[config.mk]
export PLATFORM = sky130hd
export DESIGN_NAME = bcd_entry_packer
export DESIGN_NICKNAME = d
export VERILOG_FILES = /design/src/rtl/bcd_entry_packer_pkg.sv /design/src/rtl/cycle_timer.sv /design/src/rtl/bcd_entry_packer.sv
export SDC_FILE = /design/constraint.sdc
export NUM_CORES = 1
export LEC_CHECK = 0
export CAP_MARGIN = 10
export CORE_UTILIZATION = 30
export DETAILED_ROUTE_END_ITERATION = 10
export SLEW_MARGIN = 20
export SYNTH_ARGS = -nofsm -noshare
export SYNTH_HDL_FRONTEND = slang
export SYNTH_HIERARCHICAL = 1
export SYNTH_SLANG_ARGS = --single-unit
[constraint.sdc]
create_clock -name clk -period 5.6 [get_ports clk]
set_input_delay 0.84 -clock clk [delete_from_list [all_inputs] [get_ports clk]]
set_output_delay 0.84 -clock clk [all_outputs]
set_load 0.02 [all_outputs]
[src/rtl/bcd_entry_packer_pkg.sv]
// Shared display-interface types for the keypad entry path: packed BCD packet,
// glyph codes and the entry FSM states.
package bcd_entry_packer_pkg;

  // Six BCD nibbles; index 0 (bits [3:0]) is the newest digit.
  typedef logic [5:0][3:0] bcdPac_t;

  localparam logic [3:0] BCD_DASH  = 4'hA;
  localparam logic [3:0] BCD_BLANK = 4'hB;
  localparam bcdPac_t    BCD_ALL_BLANK = {6{BCD_BLANK}};

  typedef enum logic [1:0] {
    IDLE,
    ENTRY,
    HOLD
  } entry_state_t;

  function automatic bcdPac_t shift_in(bcdPac_t b, logic [3:0] d);
    return {b[4:0], d};
  endfunction

  function automatic bcdPac_t shift_out(bcdPac_t b);
    return {BCD_BLANK, b[5:1]};
  endfunction

endpackage

[src/rtl/cycle_timer.sv]
// Free-running cycle counter: counts while run is high, restarts on clear,
// and flags the cycle in which it holds MAX-1.
module cycle_timer #(
  parameter int unsigned MAX = 2
) (
  input  logic clk,
  input  logic rst,
  input  logic clear,
  input  logic run,
  output logic expired
);

  localparam int unsigned W = (MAX > 1) ? $clog2(MAX) : 1;

  logic [W-1:0] r_cnt;

  assign expired = run && (r_cnt == W'(MAX - 1));

  always_ff @(posedge clk) begin
    if (rst || clear || !run || expired) begin
      r_cnt <= '0;
    end else begin
      r_cnt <= r_cnt + 1'b1;
    end
  end

endmodule

[src/rtl/bcd_entry_packer.sv]
// Keypad entry buffer feeding the display and the lock FSM.
// Optional build macro: MASK_DIGITS_EN (dash-mask held digits on the display).
module bcd_entry_packer
  import bcd_entry_packer_pkg::*;
#(
  parameter int unsigned TIMEOUT_CYCLES = 500_000_000,
  parameter int unsigned HOLD_CYCLES    = 100_000_000,
  parameter int unsigned MASK_CYCLES    = 50_000_000
) (
  input  logic        clk,
  input  logic        rst,
  input  logic        digit_valid,
  input  logic [3:0]  digit,
  input  logic        digit_del,
  input  logic        digit_clr,
  input  logic        digit_conf,
  output logic [23:0] bcd_packet,
  output logic        enable_o,
  output logic [2:0]  count,
  output logic [23:0] pin_out,
  output logic        pin_ready,
  output logic        timeout
);

  entry_state_t r_state, w_state_nxt;
  bcdPac_t      r_buf, w_buf_nxt;
  logic [2:0]   r_count, w_count_nxt;
  bcdPac_t      r_pin;
  logic         r_pin_ready, r_timeout, r_enable;

  logic w_digit_ok, w_accept, w_pin_load, w_timeout_set, w_reveal_restart;
  logic w_to_expired, w_hold_expired;

  // A digit only counts if no higher-priority strobe shares its cycle.
  assign w_digit_ok = digit_valid && (digit <= 4'd9) &&
                      !digit_clr && !digit_conf && !digit_del;

  cycle_timer #(.MAX(TIMEOUT_CYCLES)) u_timeout_timer (
    .clk     (clk),
    .rst     (rst),
    .clear   (w_accept),
    .run     (r_state == ENTRY),
    .expired (w_to_expired)
  );

  cycle_timer #(.MAX(HOLD_CYCLES)) u_hold_timer (
    .clk     (clk),
    .rst     (rst),
    .clear   (w_pin_load),
    .run     (r_state == HOLD),
    .expired (w_hold_expired)
  );

  always_comb begin
    w_state_nxt      = r_state;
    w_buf_nxt        = r_buf;
    w_count_nxt      = r_count;
    w_accept         = 1'b0;
    w_pin_load       = 1'b0;
    w_timeout_set    = 1'b0;
    w_reveal_restart = 1'b0;
    case (r_state)
      IDLE: begin
        if (w_digit_ok) begin
          w_buf_nxt        = shift_in(r_buf, digit);
          w_count_nxt      = r_count + 3'd1;
          w_state_nxt      = ENTRY;
          w_accept         = 1'b1;
          w_reveal_restart = 1'b1;
        end
      end
      ENTRY: begin
        if (digit_clr) begin
          w_buf_nxt   = BCD_ALL_BLANK;
          w_count_nxt = 3'd0;
          w_state_nxt = IDLE;
          w_accept    = 1'b1;
        end else if (digit_conf) begin
          if (r_count != 3'd0) begin
            w_pin_load  = 1'b1;
            w_state_nxt = HOLD;
            w_accept    = 1'b1;
          end
        end else if (digit_del) begin
          if (r_count != 3'd0) begin
            w_buf_nxt        = shift_out(r_buf);
            w_count_nxt      = r_count - 3'd1;
            w_accept         = 1'b1;
            w_reveal_restart = 1'b1;
            if (r_count == 3'd1) w_state_nxt = IDLE;
          end
        end else if (w_digit_ok && (r_count < 3'd6)) begin
          w_buf_nxt        = shift_in(r_buf, digit);
          w_count_nxt      = r_count + 3'd1;
          w_accept         = 1'b1;
          w_reveal_restart = 1'b1;
        end else if (w_to_expired) begin
          w_buf_nxt     = BCD_ALL_BLANK;
          w_count_nxt   = 3'd0;
          w_state_nxt   = IDLE;
          w_timeout_set = 1'b1;
        end
      end
      HOLD: begin
        if (w_hold_expired) begin
          w_buf_nxt   = BCD_ALL_BLANK;
          w_count_nxt = 3'd0;
          w_state_nxt = IDLE;
        end
      end
      default: w_state_nxt = IDLE;
    endcase
  end

  always_ff @(posedge clk) begin
    if (rst) begin
      r_state     <= IDLE;
      r_buf       <= BCD_ALL_BLANK;
      r_count     <= 3'd0;
      r_pin       <= BCD_ALL_BLANK;
      r_pin_ready <= 1'b0;
      r_timeout   <= 1'b0;
      r_enable    <= 1'b0;
    end else begin
      r_state     <= w_state_nxt;
      r_buf       <= w_buf_nxt;
      r_count     <= w_count_nxt;
      r_pin_ready <= w_pin_load;
      r_timeout   <= w_timeout_set;
      r_enable    <= (w_state_nxt != IDLE);
      if (w_pin_load) r_pin <= r_buf;
    end
  end

  assign enable_o  = r_enable;
  assign count     = r_count;
  assign pin_out   = r_pin;
  assign pin_ready = r_pin_ready;
  assign timeout   = r_timeout;

`ifdef MASK_DIGITS_EN
  logic    r_reveal, w_mask_expired;
  bcdPac_t w_disp;

  cycle_timer #(.MAX(MASK_CYCLES)) u_mask_timer (
    .clk     (clk),
    .rst     (rst),
    .clear   (w_reveal_restart),
    .run     (r_state == ENTRY),
    .expired (w_mask_expired)
  );

  always_ff @(posedge clk) begin
    if (rst) begin
      r_reveal <= 1'b0;
    end else if (w_reveal_restart) begin
      r_reveal <= 1'b1;
    end else if (w_mask_expired || (r_state != ENTRY)) begin
      r_reveal <= 1'b0;
    end
  end

  // Held digits are never BLANK, so blanks pass through unmasked.
  always_comb begin
    w_disp = r_buf;
    for (int unsigned i = 0; i < 6; i++) begin
      if ((r_buf[i] != BCD_BLANK) && !((i == 0) && r_reveal && (r_state == ENTRY))) begin
        w_disp[i] = BCD_DASH;
      end
    end
  end

  assign bcd_packet = w_disp;
`else
  logic w_unused_mask;
  assign w_unused_mask = ^MASK_CYCLES;
  assign bcd_packet    = r_buf;
`endif

endmodule
=== Yosys cells after proc, flatten, opt, wreduce, memory -nomap -nowiden ===
Index checks and enable logic that the tools add are counted.

* Output and inout port bits: 54
* Bits in registers: 112
* Input port bits: 10

* Add/sub/neg operators: 4
* Order comparisons: 2
* Reductions and logical operators: 24
* Bitwise operators: 1
* Eq/ne operators: 10
* Mux-type cells: 40

{| class="wikitable"
|+ Operators by type and width
! operator !! number
|-
| two-way mux 24 bit || 8
|-
| one-hot mux 24 bit (3 select lines) || 1
|-
| adder 29 x 1 -> 29 bit (second input constant) || 1
|-
| equality test 29 bit (second input constant) || 1
|-
| adder 27 x 1 -> 27 bit (second input constant) || 1
|-
| equality test 27 bit (second input constant) || 1
|-
| two-way mux 3 bit || 8
|-
| two-way mux 2 bit || 10
|-
| two-way mux 1 bit || 10
|-
| one-hot mux 3 bit (3 select lines) || 1
|-
| logical AND 1 bit || 7
|-
| logical OR 1 bit || 6
|-
| one-hot mux 2 bit (3 select lines) || 1
|-
| AND reduction 6 bit || 1
|-
| nonzero test 3 bit || 2
|-
| OR reduction 6 bit || 1
|-
| logical NOT 1 bit || 5
|-
| inequality test 5 bit (second input constant) || 1
|-
| less-or-equal comparator 4 bit (second input constant) || 1
|-
| inequality test 2 bit (second input constant) || 2
|-
| inequality test 4 bit (second input constant) || 1
|-
| adder 3 x 1 -> 3 bit (second input constant) || 1
|-
| equality test 3 x 1 -> 1 bit (second input constant) || 1
|-
| less-than comparator 3 bit (second input constant) || 1
|-
| other kinds (8) || 8
|}

=== Longest topological paths before layout ===
Gate-level depths: netlist of the first run.

* Depth after elaboration: 14
* Depth in mapped cells: 12
* Depth with buffers taken out: 11

=== By module ===
Netlist of the first run, hierarchy kept.

{| class="wikitable"
|+ By module, submodules not included
! module !! times used !! seq. area each (um^2) !! cells each !! area each (um^2)
|-
| bcd_entry_packer || 1 || 1121.1 || 343 || 2703.8
|-
| cycle_timer at u_timeout_timer || 1 || 580.6 || 180 || 1554.0
|-
| cycle_timer at u_hold_timer || 1 || 540.5 || 171 || 1380.1
|}

=== Worst setup path after synthesis of the first run ===
OpenSTA, ideal clock, no wires.

* Path type: reg-to-reg
* Start: register u_timeout_timer.r_cnt[0]
* End: register r_buf, in the netlist bcd_packet[16]
* Required time: 5.478 ns
* Stages on the path, launching flop included: 13
* Period minus slack after synthesis: 2.685 ns
* Slack: 2.915 ns
* Setup time: 0.122 ns
* Arrival time: 2.563 ns
* Cells stage by stage: dfxtp_1 ha_1 and3_1 clkbuf_1 nand2_1 nor3_1 buf_2 nor2_1 o21ai_0 o22a_1 nand3_1 buf_2 o32a_1

* Cells in the longest elaborated chain, start to end: 4

{| class="wikitable"
|+ Ends and longest elaborated chain
! item !! line !! RTL
|-
| from (decl) || cycle_timer.sv:15 || <nowiki>logic [W-1:0] r_cnt;</nowiki>
|-
| from (signal assigned) || cycle_timer.sv:23 || <nowiki>r_cnt <= r_cnt + 1'b1;</nowiki>
|-
| equality test 29 bit || cycle_timer.sv:17 || <nowiki>assign expired = run && (r_cnt == W'(MAX - 1));</nowiki>
|-
| logical AND 1 bit || cycle_timer.sv:17 ||
|-
| net w_to_expired || bcd_entry_packer.sv:32 || <nowiki>logic w_to_expired, w_hold_expired;</nowiki>
|-
| inequality test 5 bit (no line) || n/a ||
|-
| AND reduction 6 bit (no line) || n/a ||
|-
| to (signal assigned) || bcd_entry_packer.sv:126 || <nowiki>r_buf <= w_buf_nxt;</nowiki>
|-
| to (decl) || bcd_entry_packer.sv:26 || <nowiki>bcdPac_t r_buf, w_buf_nxt;</nowiki>
|}

The timed path passes the listed nets, and every way through them passes these cells.
A chain may end at the register's enable or synchronous reset.

=== Worst setup path after layout of the first run ===
* Start: register r_state[1]
* End: register r_buf, in the netlist bcd_packet[13]

* Cells in the longest elaborated chain, start to end: 4
* Elaborated cells on any way between the ends: 13
* Classes of those cells: eq/ne: 7; mux: 1; reduce/logical: 5

{| class="wikitable"
|+ Ends and longest elaborated chain
! item !! line !! RTL
|-
| from (decl) || bcd_entry_packer.sv:25 || <nowiki>entry_state_t r_state, w_state_nxt;</nowiki>
|-
| from (signal assigned) || bcd_entry_packer.sv:125 || <nowiki>r_state <= w_state_nxt;</nowiki>
|-
| equality test 2 x 1 -> 1 bit || bcd_entry_packer.sv:42 || <nowiki>.run (r_state == ENTRY),</nowiki>
|-
| logical AND 1 bit || cycle_timer.sv:17 ||
|-
| net w_to_expired || bcd_entry_packer.sv:32 ||
|-
| inequality test 5 bit (no line) || n/a ||
|-
| AND reduction 6 bit (no line) || n/a ||
|}

The timed path passes the listed nets, and every way through them passes these cells.

==> results.md, run 1 <==
* Status: complete, but fails checks
* Failing checks: design-rule violations
* Vias in the first global route at 4727
* Worst EP arrival at 3.73 ns
* Fin crit period at 3.491 ns
* Core area at 18210 um^2
* Routed vias/inst at 5.361
* Commonest non-fill, non-tap cell in the layout: dfxtp_1
* Static leakage at 2.162 nW
* Pre-antenna DRT Iters at 8
* Max H-tree Level at 3
* HPWL Detailed at 10040 um
* Critical path class: flip-flop to flip-flop
* Drt total wl at 14770 um
* Final cell count without fillers at 970
* Hold path cells at 1
* IO Count at 64
* Register bit total from synthesis at 112
* FP Rows at 49
* Hold Crit Class: flip-flop to flip-flop
* Final period utilization at 0.6234
* Crit path required time at 5.84 ns
* Area growth syn-to-layout at 19.82%
* Async SR Flop Fraction at 0
* Final setup viols at 0
* Post-synth EDFFs at 0
* Highest clock rate at 0.2864 GHz
* Mapped Area at 5638 um^2
* PwrDens at 237.8 nW/um^2
* Final hold violation count at 0
* Relative slew slack at 0.2193
* Die Area at 19340 um^2
* CTS buffer count at 9
* First-pass GRT wire length at 24870 um
* Worst IR drop on VDD at 0.1975 mV
* Worst-path clk slew at 0.07 ns
* Worst Max-Slew Pin Slew at 1.163 ns
* Max_cap viols at 0
* WHS at 0.4409 ns
* Tot GR Track Use at 0.1578
* Vias at 5200
* Most frequent cells in the layout: dfxtp_1 (112), nand2_1 (95), nor2_1 (65), clkdlybuf4s50_1 (63), a21oi_1 (50)
* Setup Buffers After CTS at 0
* Die X at 139.1 um
* Post-Syn Area per Cell at 8.124 um^2
* Diode count at 0
* Initial antenna violation count at 0
* Total grt overflow at 0
* Worst-path fanout max at 25
* Starting DRT DRC Count at 337
* Register area share after synthesis at 0.3977
* CTS Hold Bufs at 0
* Area of the multi-input gates at 3179 um^2
* DP Cell Count at 954
* Final Max Slew Viols at 0
* Root Driver: clkbuf_16
* Critical Path End Type: flip-flop
* Pin count of the biggest net entering global routing at 31
* Synthesized instance count at 694
* RSZ-0062 raised after global routing: false
* Fill count at 1855
* Number of distinct library cells after synthesis at 70
* Share of layout cells above drive strength 1 at 0.05938
* Post-DR wirelength/cell at 15.23 um
* CTS sink count at 112
* Starting Density at 0.3096
* Remaining DRCs at 2
* Clock Tree Buf Depth at 2
* Port Buf Inserts at 63
* Path depth of the worst reg2reg path at 11
* CP Launch Type: flip-flop
* CTS tree: built
* Worst clock skew at 0.008753 ns
* Syn nets at 714
* Main synth FF type: dfxtp_1
* Clk Latency, worst-skew pair at 0.36 ns
* Register area at 2242 um^2
* Placer Congestion at 0.8201
* Nets@finish at 756
* Die Ht at 139.1 um
* Setup TNS Final at 0 ns
* Routed Antenna Nets at 0
* Cts repair resizes at 0
* Ys Warns at 6
kinds of logic after synthesis:
kind of cell / after synthesis / synth area share
xor+xnor: 25 / 0.03884
fa+ha+maj: 10 / 0.02219
buf+inv: 50 / 0.03928
compound gates: 153 / 0.1822
mux: 2 / 0.003773
flops: 112 / 0.3977
simple gates: 342 / 0.3160
sequential cells by signal (all words and copies together) (netlist names):
name,count
u_timeout_timer/r_cnt,29
timeout,1
enable_o,1
bcd_packet,24
pin_out,24
count,3
pin_ready,1
u_hold_timer/r_cnt,27
r_state,2
where the power goes:
group	total, mW	switching [mW]	internal [mW]
registers	0.808	0.00744	0.801
logic	0.0809	0.0483	0.0327
clock network	0.717	0.311	0.406
total	1.61	0.366	1.24
critical path: stages, from the launching register on:
cell,delay (ns)
dfxtp_1,0.35
inv_1,0.11
ha_1,0.15
buf_4,0.28
nor4bb_1,0.26
nand4_1,0.19
nor3_2,0.31
nor2_1,0.07
o21ai_0,0.11
o22a_1,0.45
nand3_1,0.56
o32a_1,0.51
metal layers:
metal  global-route usage  vias up  wire (um)
li1                     -     2617          -
met1               0.2180     2475       7287
met2               0.2461       94       6773
met3              0.02659       14        514
met4              0.05731        0        197
met5                    0        -          0
cell type report:
cell class              instances  share of cell area
inverters                      13            0.007224
repair buffers                 68             0.09891
well taps                     229             0.04242
flip-flops and latches        112              0.3319
multi-input cells             532              0.4706
clock inverters                 6             0.01352
clock buffers                  10             0.03538
synth_stat cells, drive strengths merged, types with 12 or more instances:
master,number,area share
dfxtp,112,0.40
nand2,95,0.063
nor2,65,0.043
a21oi,51,0.046
nand3,46,0.042
o21ai,32,0.030
nand4,28,0.035
clkbuf,27,0.018
a211oi,22,0.031
nor2b,21,0.023
nor3,18,0.016
o32a,15,0.027
xnor2,15,0.023
or4,13,0.020
inv,12,0.0080
final timing paths:
path / from / end / slack, ns
worst max-delay path: r_state[1] / bcd_packet[13] / 2.11
worst min-delay path: u_hold_timer/r_cnt[0] / u_hold_timer/r_cnt[0] / 0.44
worst max register to register: r_state[1] / bcd_packet[13] / 2.11
worst min register to register: u_hold_timer/r_cnt[0] / u_hold_timer/r_cnt[0] / 0.44
per-stage QoR:
| step | util | area (um^2) | setup WS, ns | power [mW] |
|---|---|---|---|---|
| detailed placement | 0.3528 | 6425 | 2.009 | 0.9074 |
| global route | 0.3710 | 6755 | 1.744 | 1.667 |
| global placement | 0.3528 | 6425 | 2.028 | 0.9077 |
| finish | 0.3710 | 6755 | 2.109 | 1.606 |
| floorplan | - | 5638 | 2.915 | 0.8752 |
| CTS | 0.3710 | 6755 | 2.147 | 1.628 |
Power figures use the tool's default switching activity.
==> inputs of run 2 (changes only) <==
clock period = 3.1 ns   (was 5.6 ns; I/O delays follow)
==> results.md, run 2 (synthesis results as in run 1) <==
* Starting DRT DRC Count at 465
* Worst reg2reg endpoint: bcd_packet[17]
* Die Area at 19340 um^2
* Diode count at 0
* First-pass GRT wire length at 25210 um
* Nets@finish at 770
* R2R setup slack at 0.50 ns
* Commonest non-fill, non-tap cell in the layout: dfxtp_1
* Relative slew slack at 0.5284
* PwrDens at 424.8 nW/um^2
* Critical path class: flip-flop to flip-flop
* Tot GR Track Use at 0.1583
* Port Buf Inserts at 63
* Worst EP arrival at 2.85 ns
* HPWL Detailed at 10240 um
* Placer Congestion at 0.7951
* Worst Max-Slew Pin Slew at 0.7074 ns
* RSZ-0062 raised after global routing: false
* Highest clock rate at 0.3840 GHz
* Sw frac at 0.2291
* CTS buffer count at 9
* Crit path required time at 3.34 ns
* Max reg flops at 29
* Hold path endpoint: u_hold_timer/r_cnt[0]
* Vias at 5219
* Routed vias/inst at 5.304
* Drt total wl at 14950 um
* Most flops, register: u_timeout_timer/r_cnt
* CTS tree: built
* Remaining DRCs at 2
* Post-DR wirelength/cell at 15.19 um
* Combinational Power Share at 0.054
* Max_cap viols at 0
* Critical Path End Type: flip-flop
* Placement Setup Slack at 0.2654 ns
* CTS sink count at 112
* Routed Antenna Nets at 0
* Final setup viols at 0
* Final period utilization at 0.8401
* Internal Power at 2.247 mW
* Clk Latency, worst-skew pair at 0.36 ns
* Total grt overflow at 0
* Beginning of the worst hold path: u_hold_timer/r_cnt[0]
* RR Startpoint: u_timeout_timer/r_cnt[18]
* IO Count at 64
* Fin crit period at 2.604 ns
* CP Launch Type: flip-flop
* CTS Hold Bufs at 0
* Top Registers: u_timeout_timer/r_cnt: 29 flops, u_hold_timer/r_cnt: 27 flops
* Sequential power share at 0.501
* Setup Buffers After CTS at 0
* Die X at 139.1 um
* Die Ht at 139.1 um
* Cts repair resizes at 0
* Worst IR drop on VDD at 0.3096 mV
* Fill count at 1836
* WHS at 0.4413 ns
* Root Driver: clkbuf_16
* Starting Density at 0.3096
* Pin count of the biggest net entering global routing at 30
* Clock Tree Buf Depth at 2
* Core area at 18210 um^2
* Psw at 0.6679 mW
* Slack of the critical path at 0.4957 ns
* FP Rows at 49
* Final hold violation count at 0
* Hold Crit Class: flip-flop to flip-flop
* Worst clock skew at 0.009296 ns
* Power Total at 2.915 mW
* Path depth of the worst reg2reg path at 9
* Initial antenna violation count at 0
* Vias in the first global route at 4833
* Most frequent cells in the layout: dfxtp_1 (112), nand2_1 (95), nor2_1 (65), clkdlybuf4s50_1 (63), a21oi_1 (50)
* Worst-path fanout max at 15
* Final Max Slew Viols at 0
* Pre-antenna DRT Iters at 9
* Worst-path clk slew at 0.07 ns
* Share of layout cells above drive strength 1 at 0.07682
* Max H-tree Level at 3
* Area growth syn-to-layout at 21.70%
* Static leakage at 2.233 nW
* Clk pwr share at 0.446
* Status: complete, but fails checks
* Setup TNS Final at 0 ns
* Failing checks: design-rule violations
* Hold path cells at 1
[run 2: how the worst max path moves through the flow]
stage                         startpoint                        end  cells past startpoint
4_1_cts           u_hold_timer/r_cnt[17]             bcd_packet[13]                      8
5_1_grt                       r_state[0]             bcd_packet[13]                     11
3_5_place_dp                    digit[1]  u_timeout_timer/r_cnt[27]                      9
3_3_place_gp                    digit[1]  u_timeout_timer/r_cnt[27]                      9
2_1_floorplan   u_timeout_timer/r_cnt[0]             bcd_packet[16]                     12
6_report       u_timeout_timer/r_cnt[18]             bcd_packet[17]                      9
[run 2: power by group through the flow]
stage | sequential (mW) | clock, mW | combinational, mW
after floorplan | 1.50 | 0 | 0.0806
after global placement | 1.49 | 0 | 0.155
after detailed placement | 1.49 | 0 | 0.156
after CTS | 1.46 | 1.33 | 0.157
after global routing | 1.46 | 1.39 | 0.170
final | 1.46 | 1.30 | 0.156
[run 2: routing by layer]
metal,vias to the layer above,part of all wire,routed length (um),global-route usage
met1,2460,0.49,7331,0.2197
li1,2635,-,-,-
met5,-,0,0,0
met4,0,0.011,170,0.04737
met3,15,0.047,700,0.03073
met2,109,0.45,6747,0.2472
[run 2: layout make-up]
cell class	instances	area, um^2	share of cell area
Inverter	13	48.80	0.007112
Multi-Input combinational cell	532	3179	0.4633
Timing Repair Buffer	82	773.2	0.1127
Clock inverter	6	92.59	0.01349
Tap cell	229	286.5	0.04176
Sequential cell	112	2242	0.3268
Clock buffer	10	239.0	0.03483
[run 2: through the flow]
stage / utilization / instance area (um^2) / std cells
after global routing: 0.3768 / 6862 / 984
after detailed placement: 0.3586 / 6530 / 968
after floorplan: - / 5638 / 694
after global placement: 0.3586 / 6530 / 968
final: 0.3768 / 6862 / 984
after CTS: 0.3768 / 6862 / 984
[run 2: critical path, cell delays in order, from the launching register on]
cell,delay [ns]
dfxtp_1,0.45
nand4_1,0.14
or4b_2,0.66
nor3_2,0.22
nor2_1,0.06
o21ai_0,0.11
o22a_1,0.21
nand3_1,0.08
buf_4,0.20
o32a_1,0.35
==> inputs of run 3 (changes only) <==
clock period = 2.4 ns   (was 3.1 ns; I/O delays follow)
==> results.md, run 3 (synthesis results as in run 1) <==
* Status: complete, but fails checks
* Failing checks: design-rule violations, negative setup slack
* Core area at 18210 um^2
* WHS at 0.4372 ns
* Clock Tree Buf Depth at 2
* Final cell count without fillers at 1054
* CTS Hold Bufs at 0
* Final hold violation count at 0
* Pin count of the biggest net entering global routing at 30
* Setup TNS Final at -0.08639 ns
* HPWL Detailed at 11130 um
* Clk Latency, worst-skew pair at 0.36 ns
* Drt total wl at 15780 um
* Diode count at 0
* Crit path to: bcd_packet[11]
* Path depth of the worst reg2reg path at 8
* Max reg flops at 29
* Most flops, register: u_timeout_timer/r_cnt
* PwrDens at 496.1 nW/um^2
* Worst EP arrival at 2.67 ns
* Hold Crit Class: flip-flop to flip-flop
* Area growth syn-to-layout at 32.91%
* Critical Path End Type: flip-flop
* Area of the multi-input gates at 3244 um^2
* Final core occ at 0.4115
* Worst-path clk slew at 0.07 ns
* Starting Density at 0.3096
* Worst IR drop on VDD at 0.3781 mV
* Crit-path cells: or4b_4 > or4b_4 > nor2_4 > nor2b_2 > a21oi_2 > nand3_2 > buf_12 > o32a_1
* CTS tree: built
* Max H-tree Level at 3
* Delay-heaviest family, CP: simple AND/OR/NAND/NOR gates
* Relative slew slack at 0.7432
* Tot GR Track Use at 0.1696
* Final Max Slew Viols at 0
* R2R setup slack at -0.02 ns
* Final period utilization at 1.009
* Max_cap viols at 0
* Slowest cell on the critical path: or4b_4
* Worst Max-Slew Pin Slew at 0.3817 ns
* FP Rows at 49
* Nets@finish at 840
* Vias at 5468
* Starting DRT DRC Count at 338
* Share of layout cells above drive strength 1 at 0.1721
* Initial antenna violation count at 0
* Stages on the worst setup path at 8
* Crit path required time at 2.65 ns
* DP Cell Count at 1037
* Die Area at 19340 um^2
* Remaining DRCs at 2
* Static leakage at 2.642 nW
* Highest clock rate at 0.4129 GHz
* Worst-path fanout max at 15
* Final setup viols at 5
* CTS sink count at 112
* Buf/Inv on CP at 1
* Fin crit period at 2.422 ns
* Total grt overflow at 0
* Routed vias/inst at 5.188
* Die Ht at 139.1 um
* Top Registers: u_timeout_timer/r_cnt: 29 flops, u_hold_timer/r_cnt: 27 flops
* Design Area, Final at 7493 um^2
* Die X at 139.1 um
* Placer Congestion at 0.8778
* Commonest non-fill, non-tap cell in the layout: dfxtp_1
* Fill count at 1793
* First-pass GRT wire length at 26560 um
* CTS buffer count at 9
* IO Count at 64
* Critical path class: flip-flop to flip-flop
* Placed cell areas at 7116 um^2
* Crit. Startpoint: u_hold_timer/r_cnt[8]
* RR Startpoint: u_hold_timer/r_cnt[8]
* Most frequent cells in the layout: dfxtp_1 (108), nand2_1 (95), buf_4 (84), nor2_1 (64), clkdlybuf4s50_1 (63)
* Pre-antenna DRT Iters at 8
* Hold path cells at 1
* Crit path largest cell delay at 0.55 ns
* Worst reg2reg endpoint: bcd_packet[11]
* Post-DR wirelength/cell at 14.97 um
* Root Driver: clkbuf_16
* Critical path's most frequent cell: or4b_4
* Worst clock skew at 0.01100 ns
* CP Launch Type: flip-flop
* Routed Antenna Nets at 0
* RSZ-0062 raised after global routing: true
* Register area at 2247 um^2
* Port Buf Inserts at 63
* Vias in the first global route at 5223
* Slack of the critical path at -0.02215 ns
-- run 3: what timing repair did --
item | CTS | global route
setup buffers | 3 | 0
endpoints found under the setup margin | 19 | 28
gates cloned | 0 | 0
pin swaps | 5 | 5
gates resized for setup | 7 | 8
-- run 3: through the flow --
step	total power, mW	setup slack, ns
after floorplan	2.044	-0.02056
after global placement	2.154	-0.2038
after detailed placement	2.154	-0.1975
after CTS	3.764	-0.01831
after global routing	3.865	-0.1046
final	3.718	-0.02215
-- run 3: cell type report --
type,instances,share of cell area
multi-input cells,532,0.4330
flip-flops and latches,112,0.2999
repair buffers,152,0.1805
well taps,229,0.03824
clock buffers,11,0.03373
clock inverters,5,0.008182
inverters,13,0.006512
-- run 3: how the worst min path moves through the flow --
stage	start	endpoint	slack, ns
2_1_floorplan	u_hold_timer/r_cnt[0]	u_hold_timer/r_cnt[0]	0.41
3_3_place_gp	u_hold_timer/r_cnt[0]	u_hold_timer/r_cnt[0]	0.42
3_5_place_dp	u_hold_timer/r_cnt[0]	u_hold_timer/r_cnt[0]	0.43
4_1_cts	u_hold_timer/r_cnt[0]	u_hold_timer/r_cnt[0]	0.44
5_1_grt	u_hold_timer/r_cnt[0]	u_hold_timer/r_cnt[0]	0.46
6_report	u_hold_timer/r_cnt[0]	u_hold_timer/r_cnt[0]	0.44
-- run 3: power breakdown --
part	internal, mW	total, mW	switching, mW
clock network	0.876	1.60	0.729
registers	1.87	1.88	0.0134
logic	0.106	0.231	0.125
total	2.85	3.72	0.867
-- run 3: routing by layer --
layer	up-vias	wire length, um	part of all wire	track usage
met5	-	0	0	0
met4	0	281	0.018	0.07076
met3	18	552	0.035	0.02521
met2	99	7368	0.47	0.2738
met1	2570	7577	0.48	0.2257
li1	2781	-	-	-
